## config.mk

```make
export PLATFORM = sky130hd
export DESIGN_NAME = uart_rx_buf
export DESIGN_NICKNAME = d
export VERILOG_FILES = /design/src/rtl/uart_rx_buf_pkg.sv /design/src/rtl/uart_rx_buf_baud_tick.sv /design/src/rtl/uart_rx_buf.sv
export SDC_FILE = /design/constraint.sdc
export NUM_CORES = 1
export LEC_CHECK = 0
export BUFFER_PORTS_ARGS = -buffer_cell sky130_fd_sc_hd__buf_2
export CAP_MARGIN = 20
export CORE_MARGIN = 8
export CORE_UTILIZATION = 30
export DETAILED_ROUTE_END_ITERATION = 10
export GPL_TIMING_DRIVEN = 0
export HOLD_SLACK_MARGIN = 0.15
export SYNTH_ARGS = -nofsm -noshare
export SYNTH_HDL_FRONTEND = slang
export SYNTH_SLANG_ARGS = --single-unit
export TNS_END_PERCENT = 50
```

## constraint.sdc

```tcl
create_clock -name i_clk -period 5.25 [get_ports i_clk]
set_input_delay 1.05 -clock i_clk [delete_from_list [all_inputs] [get_ports i_clk]]
set_output_delay 1.05 -clock i_clk [all_outputs]
set_load 0.1 [all_outputs]
```

## src/rtl/uart_rx_buf_pkg.sv

```systemverilog
// Shared definitions for the buffered UART receiver: line polarities, data width,
// receiver FSM states and the 3-sample majority vote.
package uart_rx_buf_pkg;

  localparam logic UART_IDLE_LVL  = 1'b0;
  localparam logic UART_START_LVL = 1'b1;
  localparam logic UART_STOP_LVL  = 1'b0;
  localparam int   DATA_W         = 8;

  typedef enum logic [2:0] {
    S_WAIT_IDLE,
    S_IDLE,
    S_START,
    S_DATA,
    S_STOP
  } rx_state_e;

  function automatic logic maj3(input logic a, input logic b, input logic c);
    return (a & b) | (a & c) | (b & c);
  endfunction

endpackage

```

## src/rtl/uart_rx_buf_baud_tick.sv

```systemverilog
// Free-running phase accumulator; emits a one-clock tick on every carry out.
module uart_rx_buf_baud_tick #(
  parameter int Width = 8,
  parameter int Incr  = 1
) (
  input  logic i_clk,
  input  logic i_rst_n,
  output logic o_tick
);

  localparam logic [Width:0] IncrW = (Width + 1)'(Incr);

  logic [Width-1:0] r_acc;
  logic             r_tick;
  logic [Width:0]   w_sum;

  assign w_sum = {1'b0, r_acc} + IncrW;

  always_ff @(posedge i_clk or negedge i_rst_n) begin
    if (!i_rst_n) begin
      r_acc  <= '0;
      r_tick <= 1'b0;
    end else begin
      r_acc  <= w_sum[Width-1:0];
      r_tick <= w_sum[Width];
    end
  end

  assign o_tick = r_tick;

endmodule

```

## src/rtl/uart_rx_buf.sv

```systemverilog
// Buffered UART receiver: pad synchroniser, oversampling FSM with majority vote,
// and a one-entry holding register with a valid/accept handshake.
module uart_rx_buf
  import uart_rx_buf_pkg::*;
#(
  parameter int Width      = 8,
  parameter int Incr       = 1,
  parameter int Oversample = 8
) (
  input  logic              i_clk,
  input  logic              i_rst_n,
  input  logic              i_rin,
  output logic [DATA_W-1:0] o_dout,
  output logic              o_valid,
  input  logic              i_accept,
  output logic              o_frame_err,
  output logic              o_overrun,
  output logic              o_busy
);

  localparam int              CntW   = $clog2(Oversample) + 1;
  localparam logic [CntW-1:0] Last   = CntW'(Oversample - 1);
  localparam logic [CntW-1:0] Half   = CntW'(Oversample / 2);
  localparam logic [CntW-1:0] HalfM1 = CntW'(Oversample / 2 - 1);
  localparam logic [CntW-1:0] HalfP1 = CntW'(Oversample / 2 + 1);

  logic              w_tick;
  logic              r_sync1, r_sync2, w_s;
  rx_state_e         r_state, w_stateNext;
  logic [CntW-1:0]   r_cnt, w_cntNext, w_pos;
  logic [1:0]        r_samp, w_sampNext;
  logic [DATA_W-1:0] r_shift, w_shiftNext;
  logic [2:0]        r_bit, w_bitNext;
  logic              w_vote, w_deliver, w_frameErr;
  logic [DATA_W-1:0] r_dout;
  logic              r_valid, r_frameErr, r_overrun;

  uart_rx_buf_baud_tick #(.Width(Width), .Incr(Incr)) u_baud (
    .i_clk   (i_clk),
    .i_rst_n (i_rst_n),
    .o_tick  (w_tick)
  );

  always_ff @(posedge i_clk or negedge i_rst_n) begin
    if (!i_rst_n) begin
      r_sync1 <= 1'b0;
      r_sync2 <= 1'b0;
    end else begin
      r_sync1 <= i_rin;
      r_sync2 <= r_sync1;
    end
  end

  assign w_s = r_sync2;

  always_ff @(posedge i_clk or negedge i_rst_n) begin
    if (!i_rst_n) begin
      r_state <= S_WAIT_IDLE;
      r_cnt   <= '0;
      r_samp  <= '0;
      r_shift <= '0;
      r_bit   <= '0;
    end else begin
      r_state <= w_stateNext;
      r_cnt   <= w_cntNext;
      r_samp  <= w_sampNext;
      r_shift <= w_shiftNext;
      r_bit   <= w_bitNext;
    end
  end

  // The start-detect tick is bit position 0; every bit votes on positions Half-1..Half+1.
  always_comb begin
    w_stateNext = r_state;
    w_cntNext   = r_cnt;
    w_sampNext  = r_samp;
    w_shiftNext = r_shift;
    w_bitNext   = r_bit;
    w_deliver   = 1'b0;
    w_frameErr  = 1'b0;
    w_pos       = (r_cnt == Last) ? '0 : r_cnt + 1'b1;
    w_vote      = maj3(r_samp[1], r_samp[0], w_s);
    if (w_tick) begin
      unique case (r_state)
        S_WAIT_IDLE: begin
          if (w_s == UART_IDLE_LVL) w_stateNext = S_IDLE;
        end
        S_IDLE: begin
          if (w_s == UART_START_LVL) begin
            w_stateNext = S_START;
            w_cntNext   = '0;
          end
        end
        S_START, S_DATA, S_STOP: begin
          w_cntNext = w_pos;
          if (w_pos == HalfM1) w_sampNext[1] = w_s;
          if (w_pos == Half)   w_sampNext[0] = w_s;
          if (w_pos == HalfP1) begin
            if (r_state == S_START) begin
              if (w_vote == UART_START_LVL) begin
                w_stateNext = S_DATA;
                w_bitNext   = '0;
              end else begin
                w_stateNext = S_IDLE;
              end
            end else if (r_state == S_DATA) begin
              w_shiftNext = {w_vote, r_shift[DATA_W-1:1]};
              w_bitNext   = r_bit + 3'd1;
              if (r_bit == 3'd7) w_stateNext = S_STOP;
            end else if (w_vote == UART_STOP_LVL) begin
              w_deliver   = 1'b1;
              w_stateNext = S_IDLE;
            end else begin
              w_frameErr  = 1'b1;
              w_stateNext = S_WAIT_IDLE;
            end
          end
        end
        default: w_stateNext = S_WAIT_IDLE;
      endcase
    end
  end

  // A completed byte may replace the held one only if it is being taken this clock.
  always_ff @(posedge i_clk or negedge i_rst_n) begin
    if (!i_rst_n) begin
      r_dout     <= '0;
      r_valid    <= 1'b0;
      r_frameErr <= 1'b0;
      r_overrun  <= 1'b0;
    end else begin
      r_frameErr <= w_frameErr;
      r_overrun  <= 1'b0;
      if (w_deliver) begin
        if (!r_valid || i_accept) begin
          r_dout  <= w_shiftNext;
          r_valid <= 1'b1;
        end else begin
          r_overrun <= 1'b1;
        end
      end else if (r_valid && i_accept) begin
        r_valid <= 1'b0;
      end
    end
  end

  assign o_dout      = r_dout;
  assign o_valid     = r_valid;
  assign o_frame_err = r_frameErr;
  assign o_overrun   = r_overrun;
  assign o_busy      = (r_state != S_IDLE);

endmodule

```

* Yosys cells after proc, flatten, opt, wreduce, memory -nomap -nowiden
Cells that the tools add are included.
** Storage, ports and cells
- Flip-flop bits (word level) :: 42
- Bits in latches :: 0
- Bits in writable memories :: 0
- ROM bits :: 0
- Input port bits :: 4
- Output and inout bits :: 12
- Memories kept :: 0
** Cells by class
- Add/subtract/negate cells :: 3
- Multipliers :: 0
- Div/mod/pow operators :: 0
- $lt $le $gt $ge :: 0
- Equality and inequality tests :: 16
- Shift-type cells :: 0
- Muxes and demuxes :: 37
- Bitwise logic cells :: 5
- Reductions and logical operators :: 15
** Operators by type and width (number)
- two-way mux 8 bit :: 5
- two-way mux 3 bit :: 9
- two-way mux 1 bit :: 18
- equality test 4 x 3 -> 1 bit, second input constant :: 3
- AND reduction 5 bit :: 2
- adder 8 x 1 -> 9 bit, second input constant :: 1
- one-hot mux 3 bit (3 select lines) :: 1
- AND reduction 3 bit :: 3
- two-way mux 4 bit :: 2
- != test 2 bit, second input constant :: 4
- one-hot mux 4 bit (2 select lines) :: 1
- equality test 3 x 2 -> 1 bit, second input constant :: 2
- equality test 3 bit, second input constant :: 2
- nonzero test 2 bit :: 3
- adder 4 x 1 -> 4 bit, second input constant :: 1
- equality test 4 x 2 -> 1 bit, second input constant :: 1
- != test 4 bit, second input constant :: 1
- AND reduction 2 bit :: 2
- adder 3 x 1 -> 3 bit, second input constant :: 1
- AND 1 bit :: 3
- equality test 3 x 1 -> 1 bit, second input constant :: 1
- zero test 3 bit :: 1
- != test 3 x 1 -> 1 bit, second input constant :: 1
- OR reduction 3 bit :: 1
- 6 further kinds :: 7

* Longest topological paths before layout
- Depth after elaboration :: 11
- Mapped depth :: 7
- Mapped depth without buffers :: 6

* Hierarchy
Synthesis repeated with hierarchy kept, for this count alone.
** Unflattened totals
- Cells, all modules :: 174
- Area, all modules :: 2016.9 um^2
** By module, submodules not included
- uart_rx_buf :: times used 1, cells an instance 149, area an instance 1662.8 um^2, seq. area each 825.8 um^2
- uart_rx_buf_baud_tick :: times used 1, cells an instance 25, area an instance 354.1 um^2, seq. area each 225.2 um^2

* Least setup slack after synthesis
No wires, ideal clock.
- Path type :: register to output
- Start point :: reg r_state[1]
- End point :: out o_busy
- Data arrival time :: 1428 ps
- Required time :: 4200 ps
- Path slack :: 2772 ps
- Stages on the path, launching flop included :: 3
- Buffers on the path :: 1
- Path through :: dfrtp_1 > clkbuf_1 > nand2b_1
** On the way
- Longest elaborated chain between the ends :: 1
** Ends and longest elaborated chain
- start: declaration :: line uart_rx_buf.sv:29 : rx_state_e r_state, w_stateNext;
- start signal: assignment :: line uart_rx_buf.sv:64 : r_state <= w_stateNext;
- != test 3 x 1 -> 1 bit :: line uart_rx_buf.sv:151 : assign o_busy = (r_state != S_IDLE);
- end: declaration :: line uart_rx_buf.sv:18 : output logic o_busy
Every way passes these cells.

* Final worst setup path
Ends and elaborated chain as after synthesis.

==> flow_summary_export.csv <==
group,metric,value,unit
clock_network,numCtsBuffers,5,
worst_setup_path,r2r_start,"r_cnt[0]",
final_layout,fillers,644,
min_path,holdPathEnd,"r_sync2",
die,core,0.00635,sq mm
timing,finalSetupTns,0,ps
placement,dpl-instance-area,0.00214,sq mm
worst_setup_path,r2r_cells,7,
final_layout,finalInstanceArea,0.00224,sq mm
yosys,synth-simple-area-share,15.7,%
worst_setup_path,path_max_fanout,10,
worst_setup_path,required,4200,ps
final_layout,antennaDiodeCount,0,
timing,grt_setup_unrepaired,"false",
global_route,grt_max_degree,43,
die,num_rows,29,
clock_network,path_clk_slew,90,ps
clock_network,postCtsHoldBufs,0,
yosys,synth_top_area_cell,"dfrtp_1",
yosys,avgSynthCellArea,10.5,sq um
timing,max_slew_margin,39.1,%
timing,worst_pin_slew,914,ps
global_route,track_usage,7.90,%
min_path,hold_start,"r_sync1",
timing,hold_viol,0,
yosys,yosysWarnings,0,
final_layout,drive_gt1_share,18.6,%
yosys,ys_types,43,
detailed_routing,ant_nets,0,
yosys,synth_mux_area_share,2.22,%
yosys,syn_nets,198,
worst_setup_path,r2r_setup_slack,3000,ps
yosys,synth_seq_cells,42,
worst_setup_path,crit_arrival,1650,ps
yosys,synthAdderAreaFrac,4.95,%
detailed_routing,via_count,1350,
yosys,seq_area_frac_synth,53.3,%
yosys,synth_top_area_share,53.3,%
yosys,synth_xor_area_share,2.66,%
yosys,synth_top_family_by_area,"compound AO/OA/AOI/OAI gates",
clock_network,htree_num_levels,2,
yosys,synth_most_common_cell,"dfrtp_1",
die,initial_utilization,31.1,%
clock_network,cts.sinks,42,
power_and_ir_drop,power_leakage,1.04,nW
yosys,synth_area_leaders,"dfrtp_1 53%, nand2_1 4.9%, ha_1 4.4%",
timing,fin_crit_sh,51.5,%
status,status,"completed",
detailed_routing,via_per_inst,4.70,
placement,hpwlAfterDp,2440,microns
clock_network,cts_resized,0,
worst_setup_path,slowest_stage,"buf_2",
power_and_ir_drop,power.density,245,mW/mm^2
timing,min_period,2700,ps
detailed_routing,drc_errors,0,
yosys,synthFlopType,"dfrtp_1",
die,ioPinCount,16,
timing,finalMaxSlewViolations,0,
min_path,worst_hold_path.num_cells,0,
detailed_routing,wl_per_cell,11.8,microns
timing,max_freq,0.370,GHz
detailed_routing,drt_iter0_markers,28,
global_route,overflow,0,
yosys,synthTopCellsByCount,"42 x dfrtp_1, 26 x nand2_1, 13 x o21ai_0, 12 x inv_1, 8 x o21ai_2",
clock_network,cts_root_buf,"clkbuf_8",
die,die-area,0.00942,sq mm
worst_setup_path,cp-start-kind,"register",
worst_setup_path,criticalPathCategory,"reg2out",
global_route,grt_pass1_vias,1350,
detailed_routing,firstDrtPassIters,4,
yosys,postSynth.asyncResetShare,100,%
timing,finalSetupViolCount,0,
worst_setup_path,slowest_delay,430,ps
final_layout,fin_nets,220,
clock_network,insertion_delay,300,ps
yosys,synth_compound_area_share,17.1,%
yosys,netlist_area,0.00197,sq mm
worst_setup_path,reg2reg_to,"r_shift[6]",
clock_network,clock_tree.buffer_depth,2,
min_path,hp-class,"reg2reg",
final_layout,area_delta_synth_final,13.4,%
clock_network,cts_tree,"done",
worst_setup_path,cp-end-kind,"output pin",
placement,routabilityCongestion,0.805,
worst_setup_path,worstPathCellList,"clkbuf_1 > nand2b_1 > buf_2",
flow_run,maxCapViolCount,0,
timing,finClkSkew,8.13,ps
clock_network,postCtsSetupBuffers,0,
placement,portBuffers,15,
detailed_routing,totalWireLength,3390,microns
yosys,synth_cells,187,
die,dieWidth,97.1,microns
global_route,grt_pass1_wl,6270,microns
die,die_h,97.1,microns
global_route,antenna_found_initial,0,
power_and_ir_drop,worst_ir_drop_vdd,109,uV
yosys,synth_edf_count,0,
==> layout make-up <==
| class | instances | area (sq um) | area share (%) |
|---|---|---|---|
| flip-flops and latches | 42 | 1050 | 47.0 |
| multi-input cells | 125 | 840 | 37.5 |
| well taps | 77 | 96.3 | 4.31 |
| repair buffers | 15 | 75.1 | 3.36 |
| clock buffers | 5 | 68.8 | 3.08 |
| inverters | 12 | 45.0 | 2.01 |
| plain buffers | 8 | 36.3 | 1.62 |
| clock inverters | 3 | 23.8 | 1.06 |
==> per-stage QoR <==
stage	hold slack, ps	setup slack (ps)	std cells	power (mW)	utilization, %
2_1_floorplan	331	2770	187	0.332	-
6_report	353	2550	287	0.548	35.2
3_5_place_dp	336	2900	279	0.340	33.8
4_1_cts	355	2540	287	0.559	35.2
5_1_grt	368	2460	287	0.573	35.2
3_3_place_gp	331	2880	279	0.340	33.8
==> registers in the layout, summed over array words and instances (netlist names) <==
register       flops
o_valid            1
r_cnt              4
u_baud.o_tick      1
r_state            3
o_frame_err        1
r_sync1            1
r_bit              3
r_sync2            1
o_dout             8
u_baud.r_acc       8
r_shift            8
r_samp             2
o_overrun          1
==> power breakdown <==
group	internal (mW)	switching (mW)
sequential	0.324	0.000159
combinational	0.00135	0.00717
clock	0.0951	0.121
==> worst max-delay path, delay by kind of cell, from the launching register on <==
family                 cells  cell delay (ps)
and+or+nand+nor            1              170
DFF                        1              420
buffers and inverters      2              770
==> worst max path at each step <==
stage	slack (ps)	start	cells after the start	end
2_1_floorplan	2770	r_state[1]	2	o_busy
5_1_grt	2460	r_state[1]	3	o_busy
3_5_place_dp	2900	i_accept	7	o_dout[6]
4_1_cts	2540	r_state[1]	3	o_busy
3_3_place_gp	2880	r_state[1]	3	o_busy
6_report	2550	r_state[1]	3	o_busy
==> layer usage <==
metal	wire [microns]	global-route usage (%)	part of all wire (%)	vias up
met4	40	3.20	1.2	0
met1	1670	10.2	49	636
met5	0	0	0	-
met2	1510	11.3	44	20
met3	177	3.41	5.2	5
li1	-	-	-	689
==> cell families (layout without fill, tap and decap cells) <==
group | after synthesis | in the layout
xor+xnor | 6 | 6
buf+inv | 20 | 43
mux | 4 | 4
flops | 42 | 42
compound gates | 47 | 47
fa+ha+maj | 8 | 8
simple gates | 60 | 60
==> cells in the final DEF (no fill, tap or decap), types with 3 or more instances in the layout <==
| cell type | n |
|---|---|
| clkbuf_1 | 4 |
| dfrtp_1 | 42 |
| nor2b_1 | 4 |
| nor3_1 | 3 |
| inv_1 | 12 |
| buf_2 | 17 |
| o21ai_1 | 5 |
| clkbuf_8 | 5 |
| xor2_1 | 3 |
| o31ai_1 | 4 |
| nand2b_1 | 4 |
| o21ai_0 | 13 |
| o21ai_2 | 8 |
| and3_1 | 6 |
| nand2_1 | 26 |
| nand3_1 | 6 |
| ha_1 | 7 |
| xnor2_1 | 3 |
No activity file was read; power rests on OpenSTA's default activity.
